`config.mk`:
```
export PLATFORM = sky130hd
export DESIGN_NAME = fetch_pc_unit
export DESIGN_NICKNAME = d
export VERILOG_FILES = /design/src/rtl/fetch_pc_unit.sv
export SDC_FILE = /design/constraint.sdc
export NUM_CORES = 1
export LEC_CHECK = 0
export ABC_AREA = 1
export CAP_MARGIN = 10
export CORE_MARGIN = 5
export CORE_UTILIZATION = 25
export DETAILED_ROUTE_END_ITERATION = 8
export PLACE_DENSITY_LB_ADDON = 0.08
export SYNTH_ARGS = -nofsm -noshare
export SYNTH_HDL_FRONTEND = slang
export SYNTH_SLANG_ARGS = --single-unit
export TNS_END_PERCENT = 20
```
`constraint.sdc`:
```
create_clock -name clk -period 7.9 [get_ports clk]
set_clock_uncertainty 0.2 [all_clocks]
set_input_delay 0.79 -clock clk [delete_from_list [all_inputs] [get_ports clk]]
set_output_delay 0.79 -clock clk [all_outputs]
set_load 0.01 [all_outputs]
```
`src/rtl/fetch_pc_unit.sv`:
```
`default_nettype none
// ============================================================================
//  Module      : fetch_pc_unit
//  Description : Instruction fetch / PC stage: req/ack fetch, next-PC select,
//                link address and retired-instruction counter.
//  Revision    : 1.0 - initial release
// ============================================================================
module fetch_pc_unit #(
    parameter logic [31:0] RESET_PC = 32'h0000_0000,
    parameter int          MAX_WAIT = 15
) (
    input  logic        clk,
    input  logic        rst,
    output logic        imem_req,
    output logic [31:0] imem_addr,
    input  logic        imem_ack,
    input  logic [31:0] imem_rdata,
    output logic [31:0] instr,
    output logic [5:0]  opcode,
    output logic        instr_valid,
    input  logic        Jump,
    input  logic        Branch,
    input  logic        bne,
    input  logic        jr,
    input  logic        jal,
    input  logic        zero,
    input  logic [31:0] rs_data,
    input  logic        stall,
    output logic [31:0] pc,
    output logic [31:0] link_addr,
    output logic        redirect,
    output logic        fetch_err,
    output logic [31:0] retired
);

    typedef enum logic [1:0] {
        ST_BOOT = 2'd0,
        ST_REQ  = 2'd1,
        ST_EXEC = 2'd2,
        ST_ERR  = 2'd3
    } state_t;

    // Last REQ cycle index in which an ack is still accepted.
    localparam logic [7:0] c_wait_last = 8'(MAX_WAIT - 1);

    state_t      r_state;
    logic [7:0]  r_wait_cnt;
    logic [31:0] r_pc;
    logic [31:0] r_instr;
    logic [31:0] r_retired;
    logic        r_imem_req;
    logic        r_instr_valid;
    logic        r_fetch_err;

    logic [31:0] w_pc_plus4;
    logic [31:0] w_br_offset;
    logic [31:0] w_br_target;
    logic [31:0] w_j_target;
    logic [31:0] w_jr_target;
    logic        w_br_taken;
    logic [31:0] w_next_pc;
    logic        w_nonseq;

    // jal only matters to the register file; it needs no decode here.
    wire w_unused_jal = jal;

    assign w_pc_plus4  = r_pc + 32'd4;
    assign w_br_offset = {{14{r_instr[15]}}, r_instr[15:0], 2'b00};
    assign w_br_target = w_pc_plus4 + w_br_offset;
    assign w_j_target  = {w_pc_plus4[31:28], r_instr[25:0], 2'b00};
    assign w_jr_target = {rs_data[31:2], 2'b00};
    assign w_br_taken  = (Branch & zero) | (bne & ~zero);

    always_comb begin
        w_next_pc = w_pc_plus4;
        w_nonseq  = 1'b0;
        if (jr) begin
            w_next_pc = w_jr_target;
            w_nonseq  = 1'b1;
        end else if (Jump) begin
            w_next_pc = w_j_target;
            w_nonseq  = 1'b1;
        end else if (w_br_taken) begin
            w_next_pc = w_br_target;
            w_nonseq  = 1'b1;
        end
    end

    always_ff @(posedge clk or posedge rst) begin
        if (rst) begin
            r_state       <= ST_BOOT;
            r_wait_cnt    <= 8'd0;
            r_pc          <= RESET_PC;
            r_instr       <= 32'd0;
            r_retired     <= 32'd0;
            r_imem_req    <= 1'b0;
            r_instr_valid <= 1'b0;
            r_fetch_err   <= 1'b0;
        end else begin
            case (r_state)
                ST_BOOT: begin
                    r_state    <= ST_REQ;
                    r_wait_cnt <= 8'd0;
                    r_imem_req <= 1'b1;
                end
                ST_REQ: begin
                    if (imem_ack) begin
                        r_instr       <= imem_rdata;
                        r_state       <= ST_EXEC;
                        r_imem_req    <= 1'b0;
                        r_instr_valid <= 1'b1;
                    end else if (r_wait_cnt == c_wait_last) begin
                        r_state     <= ST_ERR;
                        r_imem_req  <= 1'b0;
                        r_fetch_err <= 1'b1;
                    end else begin
                        r_wait_cnt <= r_wait_cnt + 8'd1;
                    end
                end
                ST_EXEC: begin
                    if (!stall) begin
                        r_pc          <= w_next_pc;
                        r_retired     <= r_retired + 32'd1;
                        r_state       <= ST_REQ;
                        r_wait_cnt    <= 8'd0;
                        r_imem_req    <= 1'b1;
                        r_instr_valid <= 1'b0;
                    end
                end
                default: begin
                    // ST_ERR is terminal until reset.
                    r_state <= ST_ERR;
                end
            endcase
        end
    end

    assign imem_req    = r_imem_req;
    assign imem_addr   = r_pc;
    assign instr       = r_instr;
    assign opcode      = r_instr[31:26];
    assign instr_valid = r_instr_valid;
    assign pc          = r_pc;
    assign link_addr   = w_pc_plus4;
    assign redirect    = r_instr_valid & ~stall & w_nonseq;
    assign fetch_err   = r_fetch_err;
    assign retired     = r_retired;

endmodule
`default_nettype wire

```
==> impl_metrics.toml <==
[sta]
drv_slew = 0
clock.fmax_ghz = 0.245
rsz0062_at_grt = "no"
fin_crit_sh_pct = 51.7
period_minus_slack_ps = 4090
tightest_slew_ps = 1010
hold_viol_final = 0
setup_viol = 0
slew_headroom_pct = 32.4
tns_ps = 0

[synth]
ys_top_cells_by_count = "nand2_1, inv_1, nor2_1"
synth_edf_count = 0
ys_seq_area_share_pct = 29.6
ys_seq_elements = 107
synth_flop_cell = "dfrtp_1"
yosys.area.top_type = "dfrtp_1"
synth_top_area_share_pct = 29.6
synth.most_common_cell = "nand2_1"
avgSynthCellArea_um2 = 6.66
synthCells = 1358
synth_cell_types = 51
ys_async_sr_fraction_pct = 100
syn_area_um2 = 9050
yosysWarnings = 0
ys_top_cells_by_area = "dfrtp_1, nand2_1, inv_1, nor2_1, ha_1"

[floorplan]
placementRows = 69
die_w_um = 200
dieArea_um2 = 40100
start_util_pct = 25.4
ioPinCount = 244
chipHeight_um = 200
coreArea_um2 = 35700

[power]
ir_drop_mv = 0.191
p_seq_share_pct = 22.3
p_per_area_nw_per_um2 = 389
netSwitchingFraction_pct = 50.2
power.leakage_nw = 5.81
intPower_mw = 2.31
switching_power_mw = 2.33
power_frac_comb_pct = 67.3
clock_power_share_pct = 10.4

[global_route]
grt_use_total_pct = 17.5
grt_pass1_wl_um = 54600
grt_max_degree = 61
grt_remaining_overflow = 0
antenna_found_initial = 5
grt_pass1_vias = 9019

[placed_design]
hpwl_um = 28600
port_buffers = 234
placedCellCount = 2000
place_congestion = 0.890

[clocking]
cts_tree = "built"
clock_path_buffers = 2
cts_hold_buf = 0
post_cts.repair.setup_buffers = 0
clk_pin_slew_ps = 70
root_buffer = "clkbuf_16"
cts_buffers = 9
cts_resized = 0
clkLatencyLatePin_ps = 380
cts.sinks = 107
htreeDepth = 3

[worst_setup_path]
worstPathCellList = "clkdlybuf4s50_1 > inv_1 > nand2_1 > nand2_1 > buf_4 > nor2_1 > inv_1 > nor2_1 > inv_1 > nand3_1 > inv_1 > clkdlybuf4s50_1"
critical_path_arrival_ps = 3100
cp_max_fo = 17
worst_path_most_repeated_cell = "inv_1"
critical_path.top_delay_family = "buffers and inverters"
startpoint_type = "input pin"
crit_buf_inv = 7
setup.worst_path.class = "in2out"
slowest_stage = "clkdlybuf4s50_1"
slowest_delay_ps = 490
cp.depth = 12
critPathCaptureType = "output pin"
cp.required_ps = 6910
worst_r2r_path_depth = 20

[route]
via_per_inst = 4.45
first_iter_violations = 392
finalWirelength_um = 35500
antenna_left = 0
drc = 0
dr_total_vias = 8980
drt_first_pass_iters = 6
wl_per_cell_um = 17.6

[cells_and_area]
drive_gt1_share_pct = 6.82
area_growth_pct = 31.8
fill_cells = 3912
final_cells = 2016
layout.nets = 1664

[hold_path]
whs_path_depth = 1
hp-class = "reg2reg"

[run_status]
outcome = "complete, no violations"

[job]
drv_cap = 0
## layout by cell type (no fill, tap or decap), drive strengths merged, types with 6 or more instances in the layout
| master | count |
|---|---|
| nor2 | 159 |
| nand3 | 77 |
| o21ai | 32 |
| clkbuf | 11 |
| conb | 6 |
| ha | 39 |
| buf | 6 |
| nand2 | 448 |
| nor3 | 23 |
| nand4 | 22 |
| inv | 203 |
| mux2 | 31 |
| dfrtp | 107 |
| xnor2 | 14 |
| a21oi | 59 |
| xor2 | 37 |
| clkdlybuf4s50 | 234 |
## state kept, by name (all words and copies together) (netlist names)
register     count
instr           32
retired         32
imem_addr       30
r_wait_cnt       8
r_state          2
fetch_err        1
imem_req         1
instr_valid      1
## logic make-up after synthesis
family	Yosys count	share of synthesized area, %
and+or+nand+nor	748	36.1
buffers and inverters	268	12.9
xor gates and xnor gates	51	5.02
AOI/OAI and AO/OA	112	6.86
adders and majority gates	40	5.62
other	1	0.0415
muxes	31	3.86
DFF	107	29.6
## power groups by stage
| stage | Clock, mW | Sequential (mW) | Combinational (mW) |
|---|---|---|---|
| final | 0.484 | 1.04 | 3.12 |
| after global routing | 0.525 | 1.07 | 3.50 |
| after CTS | 0.511 | 1.04 | 3.15 |
| after detailed placement | 0 | 1.05 | 3.14 |
| after global placement | 0 | 1.05 | 3.14 |
| after floorplan | 0 | 1.01 | 1.89 |
## final cells by class
| cell class | count | area [µm²] | share of cell area [%] |
|---|---|---|---|
| clock inverter | 4 | 51.3 | 0.430 |
| tap | 461 | 577 | 4.84 |
| inverter | 204 | 768 | 6.44 |
| multi-input combinational | 988 | 5220 | 43.8 |
| sequential | 107 | 2680 | 22.5 |
| clock buffer | 11 | 243 | 2.04 |
| timing repair buffer | 240 | 2390 | 20.0 |
| antenna | 1 | 2.50 | 0.0210 |
## through the flow
stage               util [%]  setup slack (ps)  power, mW  instance area [µm²]  hold slack, ps
global placement        32.6              3730       4.18                11600             287
detailed placement      32.6              3760       4.18                11600             266
global route            33.4              3580       5.10                11900             309
finish                  33.4              3810       4.64                11900             293
CTS                     33.4              3750       4.71                11900             294
floorplan                  -              4090       2.89                 9060             296
## worst reg2reg max path, delay by kind of cell (launching register included)
kind | cells | cell delay [ps]
DFF | 1 | 450
and+or+nand+nor | 16 | 2130
adders and majority gates | 2 | 800
buffers and inverters | 2 | 210
## final timing paths
check | from | to | slack, ps
worst max-delay path | zero | redirect | 3810
worst min-delay path | fetch_err | fetch_err | 290
worst max register to register | imem_addr[3] | imem_addr[22] | 4010
worst min register to register | fetch_err | fetch_err | 290
max in group asynchronous | rst | imem_addr[23] | 5570
min in group asynchronous | rst | instr[31] | 660
## routing by layer
layer  vias up  share of wire (%)  global-route usage, %
met5         -               0.19                      0
li1       4599                  -                      -
met4        10                1.2                   3.44
met3        33                5.6                   4.71
met2       183                 48                   29.9
met1      4155                 45                   22.5
Power figures use the tool's default switching activity.
